**src/rtl/program_loader_pkg.sv**
```systemverilog
// program_loader_pkg: shared state codes and framing constants for the program loader.
package program_loader_pkg;
    typedef logic [2:0] state_t;
    localparam state_t IDLE  = 3'd0;
    localparam state_t HDR   = 3'd1;
    localparam state_t INSTR = 3'd2;
    localparam state_t DATA  = 3'd3;
    localparam state_t DONE  = 3'd4;
    localparam state_t ERR   = 3'd5;
    localparam int HDR_BYTES      = 4;
    localparam int BYTES_PER_WORD = 4;
endpackage

```
**src/rtl/program_loader_word_assembler.sv**
```systemverilog
// word_assembler: packs big-endian bytes into 32-bit words and flags each completed word one cycle later.
module word_assembler
    import program_loader_pkg::*;
(
    input  logic        clk,
    input  logic        rst,
    input  logic        clear,
    input  logic        byte_valid,
    input  logic [7:0]  byte_data,
    output logic [31:0] word,
    output logic        word_done
);
    logic [1:0] idx;
    // word is the shift register itself, so it holds the full word during the word_done cycle
    always_ff @(posedge clk or posedge rst) begin
        if (rst) begin
            idx       <= '0;
            word      <= '0;
            word_done <= 1'b0;
        end else begin
            word_done <= byte_valid && idx == 2'(BYTES_PER_WORD - 1);
            if (clear) begin
                idx  <= '0;
                word <= '0;
            end else if (byte_valid) begin
                idx  <= idx + 2'd1;
                word <= {word[23:0], byte_data};
            end
        end
    end
endmodule

```
**src/rtl/program_loader.sv**
```systemverilog
// program_loader: parses a framed byte image and strobes instruction words and data bytes into the core's memories.
module program_loader
    import program_loader_pkg::*;
#(
    parameter int MAX_INSTR = 256,
    parameter int MAX_DATA  = 256
) (
    input  logic        clk,
    input  logic        rst,
    input  logic        start,
    input  logic        in_valid,
    input  logic [7:0]  in_data,
    output logic        in_ready,
    output logic        instruction_load,
    output logic [31:0] instruction_store,
    output logic        data_load,
    output logic [7:0]  data_store,
    output logic        ready,
    output logic        busy,
    output logic        error
);
    state_t      state;
    logic [15:0] n, m, cnt, wcnt, m_new;
    logic [23:0] hdr;
    logic        acc, clear, hdr_last, hdr_bad, word_end;

    assign busy     = state == HDR || state == INSTR || state == DATA;
    assign in_ready = busy;
    assign acc      = in_valid && in_ready;
    assign clear    = start && !busy;
    assign hdr_last = acc && state == HDR && cnt == 16'(HDR_BYTES - 1);
    assign m_new    = {hdr[7:0], in_data};
    assign hdr_bad  = hdr[23:8] == '0 || 32'(hdr[23:8]) > MAX_INSTR || 32'(m_new) > MAX_DATA;
    assign word_end = acc && state == INSTR && cnt[1:0] == 2'(BYTES_PER_WORD - 1);

    word_assembler u_asm (
        .clk        (clk),
        .rst        (rst),
        .clear      (clear),
        .byte_valid (acc && state == INSTR),
        .byte_data  (in_data),
        .word       (instruction_store),
        .word_done  (instruction_load)
    );

    // DONE is entered on the last accepted byte, so ready lands one cycle after the final strobe
    always_ff @(posedge clk or posedge rst) begin
        if (rst) begin
            state      <= IDLE;
            n          <= '0;
            m          <= '0;
            cnt        <= '0;
            wcnt       <= '0;
            hdr        <= '0;
            data_load  <= 1'b0;
            data_store <= '0;
            ready      <= 1'b0;
            error      <= 1'b0;
        end else begin
            data_load <= acc && state == DATA;
            ready     <= state == DONE && !start;
            if (clear) begin
                state <= HDR;
                error <= 1'b0;
                cnt   <= '0;
                wcnt  <= '0;
            end else if (acc) begin
                cnt <= cnt + 16'd1;
                if (state == HDR) begin
                    hdr <= {hdr[15:0], in_data};
                    if (hdr_last) begin
                        n     <= hdr[23:8];
                        m     <= m_new;
                        cnt   <= '0;
                        state <= hdr_bad ? ERR : INSTR;
                        error <= hdr_bad;
                    end
                end else if (state == INSTR) begin
                    if (word_end) begin
                        wcnt <= wcnt + 16'd1;
                        if (wcnt + 16'd1 == n) begin
                            state <= m == '0 ? DONE : DATA;
                            cnt   <= '0;
                        end
                    end
                end else begin
                    data_store <= in_data;
                    if (cnt + 16'd1 == m) state <= DONE;
                end
            end
        end
    end
endmodule
```
**config.mk**
```make
export PLATFORM = sky130hd
export DESIGN_NAME = program_loader
export DESIGN_NICKNAME = d
export VERILOG_FILES = /design/src/rtl/program_loader_pkg.sv /design/src/rtl/program_loader_word_assembler.sv /design/src/rtl/program_loader.sv
export SDC_FILE = /design/constraint.sdc
export NUM_CORES = 1
export LEC_CHECK = 0
export ABC_AREA = 1
export BUFFER_PORTS_ARGS = -buffer_cell sky130_fd_sc_hd__buf_2
export CORE_UTILIZATION = 65
export DETAILED_ROUTE_END_ITERATION = 10
export PLACE_DENSITY = 0.83
export SLEW_MARGIN = 20
export SYNTH_ARGS = -nofsm -noshare
export SYNTH_HDL_FRONTEND = slang
export SYNTH_SLANG_ARGS = --single-unit
export TNS_END_PERCENT = 5
```
**constraint.sdc**
```tcl
create_clock -name clk -period 7.8 [get_ports clk]
set_input_delay 1.17 -clock clk [delete_from_list [all_inputs] [get_ports clk]]
set_output_delay 1.17 -clock clk [all_outputs]
set_load 0.01 [all_outputs]
```
==> results.json <==
{
  "status": "finished, final reports clean",
  "netlist_top_cells_count": "263 x nand2_1, 137 x dfrtp_1, 128 x inv_1",
  "drv_slew": 0,
  "grt_pass1_vias": 5992,
  "fin_hold_ws_ps": 490,
  "cp-startpoint": "in_valid",
  "routabilityCongestion": 0.910,
  "antenna_found_initial": 0,
  "wire_per_inst_um": 15.9,
  "drv_cap": 0,
  "async_flop_share": 1.00,
  "path_class": "input port to flop",
  "cts_buffers": 17,
  "gr-total-overflow": 0,
  "avgSynthCellArea_um2": 7.71,
  "synth_xor_area_frac": 0.0186,
  "p_leak_nw": 3.86,
  "n_antenna_cell": 0,
  "yosysWarnings": 0,
  "hold_class": "flop to flop",
  "numPortBuffers": 57,
  "cts_setup_buffers": 0,
  "ir_drop_v": 0.000250,
  "slew_headroom": 0.443,
  "crit_slowest_cell": "nand2_1",
  "min_period_ps": 3040,
  "synth_top_family_by_area": "simple AND/OR/NAND/NOR gates",
  "finalHoldViolCount": 0,
  "clock_latency_ps": 530,
  "multi_input_comb_area_um2": 2830,
  "nets": 960,
  "required_ps": 8190,
  "p_per_area_nw_per_um2": 292,
  "routed_wl_um": 17400,
  "tns_ps": 0,
  "synth_top_area_frac": 0.500,
  "chipWidth_um": 105,
  "finalSetupViolations": 0,
  "grt_max_degree": 86,
  "crit_top_cell": "nand2_1",
  "cts-resized-gates": 0,
  "ys_top_cells_by_area": "dfrtp_1 50%, nand2_1 14%, inv_1 7.0%",
  "ys_ff_latch": 137,
  "critPathMaxFanout": 35,
  "fp.dieH_um": 105,
  "fin_area_um2": 7830,
  "synth_nets": 905,
  "pin_count": 58,
  "synth-simple-area-share": 0.278,
  "die-area_um2": 11000,
  "cts_buffer_depth": 2,
  "root_buffer": "clkbuf_8",
  "synthDistinctLibCells": 35,
  "nFillCells": 707,
  "synth-compound-area-share": 0.110,
  "hpwlAfterDp_um": 12200,
  "synth_edf_count": 0,
  "netlist_instances": 890,
  "core-area_um2": 10300,
  "min_period_over_period": 0.389,
  "endpoint_kind": "flop",
  "seq_area_um2": 3430,
  "vias": 6311,
  "worstPathCellList": "buf_2 -> inv_1 -> nor2_1 -> inv_2 -> nand2_1 -> clkinv_1 -> nand2_1 -> o21ai_0",
  "cts_tree": "built",
  "critPathMaxStageDelay_ps": 700,
  "track_usage": 0.340,
  "routed_via_density": 5.77,
  "initial_utilization": 0.667,
  "dr.pass1.iters": 6,
  "timing.rr.start": "state[1]",
  "synth.most_common_cell": "nand2_1",
  "yosysTopAreaCell": "dfrtp_1",
  "drive_gt1_frac": 0.119,
  "cts_max_level": 4,
  "cp.arrival_ps": 3420,
  "grt_pass1_wl_um": 29000,
  "synthMuxAreaShare": 0,
  "drt_iter0_drc": 702,
  "worst_pin_slew_ps": 833,
  "finalClockSkew_ps": 13.3,
  "max_freq_mhz": 329,
  "synthToLayoutAreaGrowth_pct": 14.2,
  "remaining_drc_errors": 0,
  "ys.flop_type": "dfrtp_1",
  "syn_area_um2": 6860,
  "fp-row-count": 37,
  "post_dp_cell_area_um2": 7240,
  "hold_buffers": 0,
  "clkSinkCount": 137,
  "ant_nets": 0,
  "holdCritStartpoint": "u_asm.idx[0]",
  "clkSlewWorstSetupHoldPaths_ps": 60,
  "startpoint_type": "input port",
  "rsz0062_at_grt": "false",
  "yosys.area_share.adder": 0.00547,
  "ys_seq_area_frac": 0.500
}
stage by stage:
stage	std cells	util	power [mW]	setup slack, ps
6_report	1093	0.762	2.29	4760
4_1_cts	1093	0.762	2.28	4820
5_1_grt	1093	0.762	2.41	4580
2_1_floorplan	890	-	1.33	2960
3_3_place_gp	1062	0.704	1.46	4490
3_5_place_dp	1062	0.704	1.48	4410
worst max-delay path, delay by kind of cell:
family	cells	cell delay (ps)
compound gates	1	110
buf+inv	4	990
simple gates	3	1140
layer usage:
metal,vias to the layer above,GRT usage,share of wire
met5,-,0,0
met4,0,0.116,0.019
met3,34,0.0686,0.075
met2,274,0.527,0.47
met1,3014,0.482,0.44
li1,2989,-,-
layout make-up:
type                            count  share of cell area
Clock buffer                       20              0.0581
Clock inverter                     11              0.0173
Inverter                          130              0.0629
Multi-Input combinational cell    598               0.362
Sequential cell                   137               0.438
Tap cell                          136              0.0217
Timing Repair Buffer               61              0.0407
sequential cells by signal, summed over array words and instances, names as in the netlist, 3 cells and up:
name	cells
cnt	16
data_store	8
hdr	24
m	16
n	16
state	3
u_asm.word	32
wcnt	16
final timing paths:
kind                            cells after the start  slack [ps]              to
worst max-delay path                                8        4760  u_asm.word[31]
worst min-delay path                                1         490    u_asm.idx[0]
worst max register to register                     11        4810  u_asm.word[31]
worst min register to register                      1         490    u_asm.idx[0]
max in group asynchronous                           3        6030   data_store[4]
min in group asynchronous                           2         680           n[14]
report_power, final:
group / switching [mW] / leakage, nW / internal [mW]
clock: 0.311 / 0.293 / 0.484
sequential: 0.116 / 1.87 / 0.840
combinational: 0.346 / 1.70 / 0.190
total: 0.773 / 3.86 / 1.51
layout by cell type (no fill, tap or decap), drive strengths merged:
| master | count |
|---|---|
| xnor2 | 4 |
| nor4 | 8 |
| a21oi | 11 |
| or2 | 1 |
| o22ai | 31 |
| nor3 | 7 |
| bufinv | 2 |
| nand4 | 22 |
| buf | 61 |
| xor2 | 8 |
| nand2 | 269 |
| clkinv | 6 |
| nor2 | 70 |
| ha | 3 |
| xnor3 | 1 |
| o21ai | 94 |
| dfrtp | 137 |
| nand3 | 56 |
| inv | 133 |
| a32o | 1 |
| o21bai | 1 |
| clkbuf | 20 |
| o211ai | 1 |
| nand3b | 9 |
| a22o | 1 |
logic make-up (layout without fill, tap and decap cells):
group,Yosys count,in the layout
AOI/OAI and AO/OA,140,140
xor gates and xnor gates,13,13
adders and majority gates,3,3
buffers and inverters,155,222
DFF,137,137
and+or+nand+nor,442,442
Note: power is estimated with default switching activity, not from simulation.
